## src/rtl/noc_packet_injector.sv

```systemverilog
// Source-side NoC network interface: command + payload stream to wormhole flits.
// One header flit, then len payload flits; tail marked on the last flit.
module noc_packet_injector #(
  parameter int FLIT_W  = 32,
  parameter int COORD_W = 4,
  parameter int LEN_W   = 8,
  parameter int SRC_X   = 0,
  parameter int SRC_Y   = 0
) (
  input  logic               noc_clk,
  input  logic               noc_rst,
  input  logic               cmd_valid,
  output logic               cmd_ready,
  input  logic [COORD_W-1:0] cmd_dst_x,
  input  logic [COORD_W-1:0] cmd_dst_y,
  input  logic [LEN_W-1:0]   cmd_len,
  input  logic               pay_valid,
  output logic               pay_ready,
  input  logic [FLIT_W-1:0]  pay_data,
  output logic               sender_valid,
  input  logic               sender_ready,
  output logic [FLIT_W-1:0]  sender_flit,
  output logic               sender_is_header,
  output logic               sender_is_tail,
  output logic               busy,
  output logic [15:0]        pkt_cnt
);

  localparam int HDR_W = 4 * COORD_W + LEN_W;
  localparam logic [COORD_W-1:0] LP_SX = COORD_W'(SRC_X);
  localparam logic [COORD_W-1:0] LP_SY = COORD_W'(SRC_Y);

  typedef enum logic {
    ST_IDLE,
    ST_BODY
  } state_t;

  state_t             r_state;
  logic [LEN_W-1:0]   r_rem;
  logic [FLIT_W-1:0]  r_flit;
  logic               r_hdr;
  logic               r_tail;
  logic               r_valid;
  logic [15:0]        r_pkt_cnt;

  logic               w_out_free;
  logic               w_cmd_fire;
  logic               w_pay_fire;
  logic               w_last;
  logic [FLIT_W-1:0]  w_hdr;

  assign w_out_free = !r_valid | sender_ready;
  assign cmd_ready  = !noc_rst & (r_state == ST_IDLE) & w_out_free;
  assign pay_ready  = !noc_rst & (r_state == ST_BODY) & w_out_free;
  assign w_cmd_fire = cmd_valid & cmd_ready;
  assign w_pay_fire = pay_valid & pay_ready;
  assign w_last     = (r_rem == LEN_W'(1));

  // Header fields packed from the MSB down; unused LSBs stay zero.
  always_comb begin
    w_hdr = '0;
    w_hdr[FLIT_W-1 -: HDR_W] = {cmd_dst_x, cmd_dst_y, LP_SX, LP_SY, cmd_len};
  end

  always_ff @(posedge noc_clk) begin
    if (noc_rst) begin
      r_state   <= ST_IDLE;
      r_rem     <= '0;
      r_flit    <= '0;
      r_hdr     <= 1'b0;
      r_tail    <= 1'b0;
      r_valid   <= 1'b0;
      r_pkt_cnt <= '0;
    end else begin
      if (r_valid & sender_ready & r_tail)
        r_pkt_cnt <= r_pkt_cnt + 16'd1;
      if (w_cmd_fire) begin
        r_flit  <= w_hdr;
        r_hdr   <= 1'b1;
        r_tail  <= (cmd_len == '0);
        r_valid <= 1'b1;
        r_rem   <= cmd_len;
        if (cmd_len != '0)
          r_state <= ST_BODY;
      end else if (w_pay_fire) begin
        r_flit  <= pay_data;
        r_hdr   <= 1'b0;
        r_tail  <= w_last;
        r_valid <= 1'b1;
        r_rem   <= r_rem - LEN_W'(1);
        if (w_last)
          r_state <= ST_IDLE;
      end else if (sender_ready) begin
        r_valid <= 1'b0;
      end
    end
  end

  assign sender_valid     = r_valid;
  assign sender_flit      = r_flit;
  assign sender_is_header = r_hdr;
  assign sender_is_tail   = r_tail;
  assign busy             = (r_state == ST_BODY) | r_valid;
  assign pkt_cnt          = r_pkt_cnt;

endmodule

```

## config.mk

```make
export PLATFORM = sky130hd
export DESIGN_NAME = noc_packet_injector
export DESIGN_NICKNAME = d
export VERILOG_FILES = /design/src/rtl/noc_packet_injector.sv
export SDC_FILE = /design/constraint.sdc
export NUM_CORES = 1
export LEC_CHECK = 0
export CORE_MARGIN = 3
export CORE_UTILIZATION = 43
export DETAILED_ROUTE_END_ITERATION = 8
export GPL_TIMING_DRIVEN = 0
export PLACE_DENSITY = 0.92
export SKIP_CTS_REPAIR_TIMING = 1
export SYNTH_ARGS = -nofsm -noshare
export SYNTH_HDL_FRONTEND = slang
export SYNTH_SLANG_ARGS = --single-unit
```

## constraint.sdc

```tcl
create_clock -name noc_clk -period 2.3 [get_ports noc_clk]
set_clock_uncertainty 0.1 [all_clocks]
set_input_delay 0.345 -clock noc_clk [delete_from_list [all_inputs] [get_ports noc_clk]]
set_output_delay 0.345 -clock noc_clk [all_outputs]
set_load 0.05 [all_outputs]
```

==> out/qor.yml <==
synth:
  synth_top_area_share_pct: 46.9
  synth_simple_gate_area_share_pct: 23.6
  ys.flop_type: "dfxtp_1"
  yosysSeqAreaShare_pct: 46.9
  yosysTopAreaCell: "dfxtp_1"
  synthXorXnorAreaFrac_pct: 2.39
  ys_types: 42
  async_flop_share_pct: 0
  ys_seq_elements: 60
  synthTopCellsByArea: "dfxtp_1 47%, a21oi_1 8.4%, nand2_1 7.6%"
  synth_nets: 360
  synth.area.mux_share_pct: 2.10
  synth_top_family_by_area: "simple AND/OR/NAND/NOR gates"
  syn_area_mm2: 0.00256
  synth-compound-area-share_pct: 19.1
  syn_inst: 304
  synth_warnings: 0
  synthAdderAreaFrac_pct: 1.46
  syn_area_per_cell_um2: 8.43
  synth_edf_count: 0
timing:
  setup-tns-final_ns: 0
  period_share_pct: 98.6
  maxSlewHeadroom_pct: 63.7
  hold_slack_ns: 0.358
  slew_violations: 0
  hold_viol: 0
  tightest_slew_ns: 0.542
  setup_violations: 0
  rsz0062_at_grt: "yes"
  fmaxAchievable_mhz: 441
  min_period_ns: 2.27
worst_setup_path:
  crit_path_end_kind: "output pin"
  critical_path_class: "in2out"
  worstPathRequired_ns: 1.86
  crit_arrival_ns: 1.82
  cp_max_fo: 10
  critPathLaunchType: "primary input"
layout:
  area_delta_synth_final_pct: 52.9
  drive_gt1_share_pct: 9.88
  diodes: 0
  num-nets-final: 476
  final_util_pct: 69.5
power:
  seq_power_share_pct: 46.1
  power_leakage_nw: 1.37
  p_sw_share_pct: 28.4
  net-switching-power_mw: 0.679
  power.internal_mw: 1.71
  combPwrFrac_pct: 17.8
  peakVddDrop_uv: 500
  p_per_area_mw_per_mm2: 610
  clkPwrFrac_pct: 36.1
detailed_routing:
  via_per_inst: 5.48
  dr.pass1.iters: 5
  drt-initial-drc-count: 204
  vias: 2726
  ant_nets: 0
  drc: 0
  wl_um: 7620
  post_drt_wl_per_cell_um: 15.3
outcome:
  status: "completed"
min_path:
  hp-class: "reg2reg"
global_route:
  met1_usage_pct: 26.4
  grt_overflow: 0
  grt_use_met2_pct: 36.7
  grt_usage_pct: 22.1
  grt_pass1_vias: 2657
  grt_pass1_wl_um: 12600
  grt_max_degree: 11
  antenna_found_initial: 0
  grtUsageMet3_pct: 7.64
  grt_busiest_layer: "met2"
cts:
  clockRootBuffer: "clkbuf_8"
  cts_buffers: 9
  clk_path_buf_depth: 2
  clkSlewWorstSetupHoldPaths_ns: 0.06
  htree_levels: 3
  cts_tree: "yes"
  clock_sinks: 60
  clock_latency_ns: 0.34
floorplan:
  io_pins: 107
  rows: 27
  dieHeight_um: 83.2
  start_util_pct: 45.4
  core_area_mm2: 0.00564
  die_w_um: 83.2
  dieArea_mm2: 0.00692
place:
  routabilityCongestion: 0.812
  dp_hpwl_um: 5550
  io_buffer_count: 106
run:
  cap_violations: 0
==> worst paths after layout <==
kind	start	to	slack, ns	cells after the start
max	noc_rst	pay_ready	0.03	6
min	sender_flit[4]	sender_flit[4]	0.36	2
max reg2reg	sender_valid	r_state	0.24	6
min reg2reg	sender_flit[4]	sender_flit[4]	0.36	2
==> area by class of cell <==
cell class | instances | area (um^2)
Fill cell | 439 | 1720
Multi-Input combinational cell | 216 | 1260
Sequential cell | 60 | 1200
Timing Repair Buffer | 106 | 1060
Clock buffer | 13 | 159
Buffer | 19 | 91.3
Tap cell | 72 | 90.1
Inverter | 8 | 30.0
Clock inverter | 3 | 21.3
==> layer usage <==
layer / up-vias / part of all wire [%]
li1: 1312 / -
met1: 1289 / 42
met2: 110 / 49
met3: 15 / 6.7
met4: 0 / 1.9
met5: - / 0
==> cell usage in the layout, fill, tap and decap left out, drive strengths merged, types with 3 or more instances in the layout <==
cell type,n
clkdlybuf4s50,104
dfxtp,60
nand2,52
a21oi,43
clkbuf,21
nor2,19
a22oi,15
buf,13
nor3,9
inv,8
nand3,8
or3,7
o21ai,6
nand4,5
nor4,5
nor2b,4
xor2,4
nand2b,3
mux2,3
xnor2,3
ha,3
nor3b,3
==> through the flow <==
step / power, mW / std cells / setup slack, ns / instance area [um^2]
2_1_floorplan: 1.35 / 304 / 0.118 / 2570
5_1_grt: 2.49 / 497 / -0.0534 / 3920
3_5_place_dp: 1.54 / 482 / -1.02 / 3720
6_report: 2.39 / 497 / 0.0317 / 3920
4_1_cts: 2.40 / 498 / -1.04 / 3910
3_3_place_gp: 1.53 / 482 / -1.01 / 3720
==> registers in the layout, summed over array words and instances, names as in the netlist <==
register and flops:
sender_flit 32, pkt_cnt 16, r_rem 8, r_state 1
sender_is_header 1, sender_is_tail 1, sender_valid 1
==> logic make-up after synthesis <==
logic type | after synthesis
AND/OR/NAND/NOR | 122
flip-flops | 60
adder cells (fa/ha/maj) | 3
AO/OA/AOI/OAI | 79
buffers and inverters | 28
XOR/XNOR | 7
multiplexers | 5
==> worst max-delay path: stages <==
cell,delay (ns)
clkdlybuf4s50_1,0.44
buf_2,0.20
clkbuf_4,0.20
clkbuf_4,0.21
nor3b_2,0.24
buf_6,0.19
==> power by group through the flow <==
stage / sequential [mW] / combinational, mW / clock, mW
finish: 1.10 / 0.426 / 0.862
global route: 1.11 / 0.452 / 0.929
detailed placement: 1.12 / 0.420 / 0
CTS: 1.10 / 0.423 / 0.874
floorplan: 1.20 / 0.151 / 0
global placement: 1.12 / 0.411 / 0
==> cell usage after synthesis, types with 4 or more instances <==
| library cell | n |
|---|---|
| nor4_1 | 5 |
| nor2_1 | 19 |
| nand4_1 | 4 |
| buf_2 | 8 |
| inv_1 | 8 |
| nand2_1 | 52 |
| dfxtp_1 | 60 |
| xor2_1 | 4 |
| nor3_1 | 7 |
| or3_1 | 5 |
| clkbuf_1 | 8 |
| nand3_1 | 8 |
| a22oi_1 | 15 |
| buf_1 | 4 |
| a21oi_1 | 43 |
| nor2b_1 | 4 |
| o21ai_0 | 6 |
Power figures use the tool's default switching activity.
==> patch 1: new RTL, config.mk and constraints unchanged <==
`FLIT_W`: 32 -> 48.
--- a/src/rtl/noc_packet_injector.sv
+++ b/src/rtl/noc_packet_injector.sv
@@ -1,7 +1,7 @@
 // Source-side NoC network interface: command + payload stream to wormhole flits.
 // One header flit, then len payload flits; tail marked on the last flit.
 module noc_packet_injector #(
-  parameter int FLIT_W  = 32,
+  parameter int FLIT_W  = 48,
   parameter int COORD_W = 4,
   parameter int LEN_W   = 8,
   parameter int SRC_X   = 0,
Ports: changed (resized pay_data and sender_flit); port bits go from 107 to 139. The function was not compared with the original's and may differ.
==> patch 1 against the unedited design <==
First-iteration DRC count shrank 39%; die area grew 20%; combinational power grew 11%; total power grew 15%; sequential cell count grew 16; final area grew 23%; global-route usage is essentially flat; worst setup slack gained 0.032 ns; area after synthesis grew 21%; routed wire length grew 21%; critical path depth shrank 4; sequential share of layout area grew 1.0 points; critical path type is now reg -> out; largest power group unchanged; highest routed layer unchanged.
==> patch 1: results (changes against the unedited design) <==
metric	value	unit	change
post-route insts no fill	629		was 497
first-pass GRT wire length	15.1	mm	was 12.6 mm
Setup Slack @ Placement	-0.394	ns	was -1.02 ns
pin count of the biggest net entering global routing	12		was 11
vias per cell	5.16		was 5.48
syn nets	452		was 360
Crit Path Max Fanout	8		was 10
synth top area cells	dfxtp_1 (49%), nand2_1 (12%), a21oi_1 (9.2%)		was dfxtp_1 (47%), a21oi_1 (8.4%), nand2_1 (7.6%)
XOR/XNOR share of the synthesized area	2.81	%	was 2.39%
area post-placement	4620	um2	was 3720 um2
Compound-Gate Fraction of Synth Area	16.6	%	was 19.1%
placed cells	614		was 482
count leader, synth	nand2_1		was dfxtp_1
synth unique cells	39		was 42
post-synthesis mux area share	1.73	%	was 2.10%
GPL Wtd Cong	0.931		was 0.812
Largest register FFs	48		was 32
leakage	1.67	nW	was 1.37 nW
Synth Instances	380		was 304
area delta synth->final	54.2	%	was 52.9%
P_int	2.01	mW	was 1.71 mW
slowest stage delay, CP	0.79	ns	was 0.44 ns
Routed WL	9.19	mm	was 7.62 mm
Nets	601		was 476
GRT Total Usage	22.2	%	was 22.1%
synth cell count leaders	nand2_1 (97), dfxtp_1 (76), a21oi_1 (57)		was dfxtp_1 (60), nand2_1 (52), a21oi_1 (43)
Worst-Margin Slew	0.584	ns	was 0.542 ns
DP HPWL	7.08	mm	was 5.55 mm
layout cells sized above 1	7.13	%	was 9.88%
outcome	finished clean		unchanged
post-synthesis sequential area ratio	48.9	%	was 46.9%
input/output buffers	138		was 106
starting DRC count in detailed routing	125		was 204
[patch 1: cell types whose count changed after synthesis, moves of 4 or more]
cell | before | now
nand2_1 | 52 | 97
dfxtp_1 | 60 | 76
a21oi_1 | 43 | 57
a31oi_1 | 2 | 7
nor2_1 | 19 | 14
clkbuf_1 | 8 | 12
[patch 1: path summary, 6_finish.rpt]
path                                      start              end  slack, ns  cells past startpoint
worst max-delay path               sender_valid             busy       0.06                      2
worst min-delay path            sender_flit[34]  sender_flit[34]       0.36                      2
worst max register to register     sender_valid  sender_flit[35]       0.21                      7
worst min register to register  sender_flit[34]  sender_flit[34]       0.36                      2
[patch 1: final cells by class]
cell class              count  area [um2]
inverters                   8        30.0
clock inverters             2        10.0
multi-input cells         273        1480
flip-flops and latches     76        1520
fillers                   572        2100
repair buffers            138        1380
clock buffers              13         159
well taps                  96         120
plain buffers              23         101
[patch 1: routing by layer]
metal | GRT usage, % | routed length, um | vias up
li1 | - | - | 1601
met1 | 25.2 | 3740 | 1497
met2 | 39.9 | 4590 | 132
met3 | 5.63 | 694 | 15
met4 | 7.79 | 158 | 0
met5 | 0 | 0 | -
[patch 1: kinds of logic (layout without fill, tap and decap cells)]
family                   after synthesis  in the layout
buffers and inverters                 31            184
multiplexers                           5              5
AO/OA/AOI/OAI                         91             91
AND/OR/NAND/NOR                      164            164
flip-flops                            76             76
XOR/XNOR                              10             10
adder cells (fa/ha/maj)                3              3
[patch 1: power by group through the flow]
stage	registers (mW)	clock network (mW)	logic (mW)
final	1.38	0.893	0.474
after global routing	1.38	0.978	0.505
after CTS	1.38	0.914	0.474
after detailed placement	1.41	0	0.470
after global placement	1.41	0	0.459
after floorplan	1.49	0	0.158
==> patch 2: new RTL, config.mk and constraints unchanged <==
Without the edit above. Make the reset (`noc_rst`) asynchronous in one clocked block.
--- a/src/rtl/noc_packet_injector.sv
+++ b/src/rtl/noc_packet_injector.sv
@@ -62,7 +62,7 @@
     w_hdr[FLIT_W-1 -: HDR_W] = {cmd_dst_x, cmd_dst_y, LP_SX, LP_SY, cmd_len};
   end
 
-  always_ff @(posedge noc_clk) begin
+  always_ff @(posedge noc_clk or posedge noc_rst) begin
     if (noc_rst) begin
       r_state   <= ST_IDLE;
       r_rem     <= '0;
Function: differs if noc_rst is asserted again (counterexample within 4 cycles, from zero or initial values and one cycle with noc_rst high); with noc_rst held inactive, the same outputs for 4 cycles.
==> patch 2 against the unedited design <==
Via count shrank 15%; first-iteration DRC count down 61%; final area grew 5.2%; worst setup slack improved by 0.059 ns; routed wire length is 3.3% lower; synthesized cell count shrank 22%; area after synthesis grew 7.7%; sequential share of layout area rose by 5.8 points; sequential cell count did not move; largest cell class is now sequential cells.
Power is not compared: it rests on default switching activity, and its combinational part moved more than twofold at a synthesized area within 25%.
==> patch 2: results (changes against the unedited design) <==
metric	value	unit	change
outcome	finished clean		unchanged
GRT Total Usage	21.0	%	was 22.1%
Sum Neg Setup Slack	0	ns	unchanged
seq pwr	1.70	mW	
post-route insts no fill	433		was 497
Synth Instances	236		was 304
post-synthesis sequential area ratio	54.4	%	was 46.9%
Crit Path Max Fanout	5		was 10
synth unique cells	47		was 42
starting DRC count in detailed routing	80		was 204
syn nets	292		was 360
Worst-path clk slew	0.06	ns	about the same
RR Endpoint	r_state		unchanged
Nets	410		was 476
Setup Slack @ Placement	-0.124	ns	was -1.02 ns
met3 wire len	530	um	was 509 um
Worst-Margin Slew	0.536	ns	was 0.542 ns
FF-to-FF setup slack	0.52	ns	was 0.24 ns
fraction of registers with async set/reset	100	%	was 0%
first-pass GRT wire length	11.9	mm	was 12.6 mm
vias per cell	5.34		was 5.48
M1 WL	2.98	mm	was 3.21 mm
number of global-route vias before repair	2428		was 2657
fmax	0.453	GHz	was 0.441 GHz
metal2 WL	3.74	mm	was 3.75 mm
worst flop-to-flop path startpoint	r_state		was sender_valid
Hold WS	0.368	ns	was 0.358 ns
number of diodes	0		unchanged
1st-pass router iterations	4		was 5
worst-skew pair later-pin latency	0.33	ns	
synth cell count leaders	dfrtp_1 (60), a22o_1 (24), nand2_1 (20)		was dfxtp_1 (60), nand2_1 (52), a21oi_1 (43)
GPL Wtd Cong	0.887		was 0.812
ys flop type	dfrtp_1		was dfxtp_1
M1 GR Usage	24.8	%	was 26.4%
min-delay worst type	in -> async		was reg -> reg
YS warnings	0		unchanged
Routed WL	7.37	mm	was 7.62 mm
Max Root-Sink Buffers	2		unchanged
placed cells	418		was 482
delay-heaviest family, CP	buffers and inverters		unchanged
synth top area cells	dfrtp_1 (54%), a22o_1 (7.6%), xnor2_1 (3.5%)		was dfxtp_1 (47%), a21oi_1 (8.4%), nand2_1 (7.6%)
met3 Use GR	6.24	%	was 7.64%
slowest stage delay, CP	0.70	ns	was 0.44 ns
IR drop worst, VDD	0.697	mV	
leakage	1.86	nW	
clk root buf	clkbuf_8		unchanged
pin count of the biggest net entering global routing	39		was 11
# fillers	471		was 439
CP arrival	1.76	ns	was 1.82 ns
area of the multi-input gates	1130	um2	was 1260 um2
DP HPWL	5.50	mm	was 5.55 mm
area post-placement	3940	um2	was 3720 um2
P per Cell Area	1230	nW/um2	
Global Route met2 Usage	35.5	%	was 36.7%
Largest register FFs	32		unchanged
Sw Share	43.7	%	
layout cells sized above 1	11.2	%	was 9.88%
# H-tree levels	3		unchanged
==> patch 2: area by class of cell <==
cell class                 count  area share, %
sequential                    60           36.4
multi-input combinational    156           27.4
timing repair buffer         107           26.3
clock buffer                  13           3.61
buffer                        13           2.49
tap                           75           2.27
clock inverter                 2          0.849
inverter                       7          0.637
==> patch 2: how the worst max path moves through the flow <==
stage                  from         endpoint  depth (start not counted)
2_1_floorplan    pkt_cnt[0]      pkt_cnt[12]                          5
3_3_place_gp        noc_rst  sender_flit[19]                          2
3_5_place_dp        noc_rst        cmd_ready                          4
4_1_cts             noc_rst        cmd_ready                          4
5_1_grt        sender_valid             busy                          2
6_report       sender_valid             busy                          2
==> patch 2: kinds of logic after synthesis <==
kind of cell    count (synthesis)  synth area share, %
simple gates                   76                 16.5
fa+ha+maj                       3                 1.36
flops                          60                 54.4
compound gates                 53                 15.0
xor+xnor                       16                 5.07
buf+inv                        20                 4.67
mux                             8                 2.95
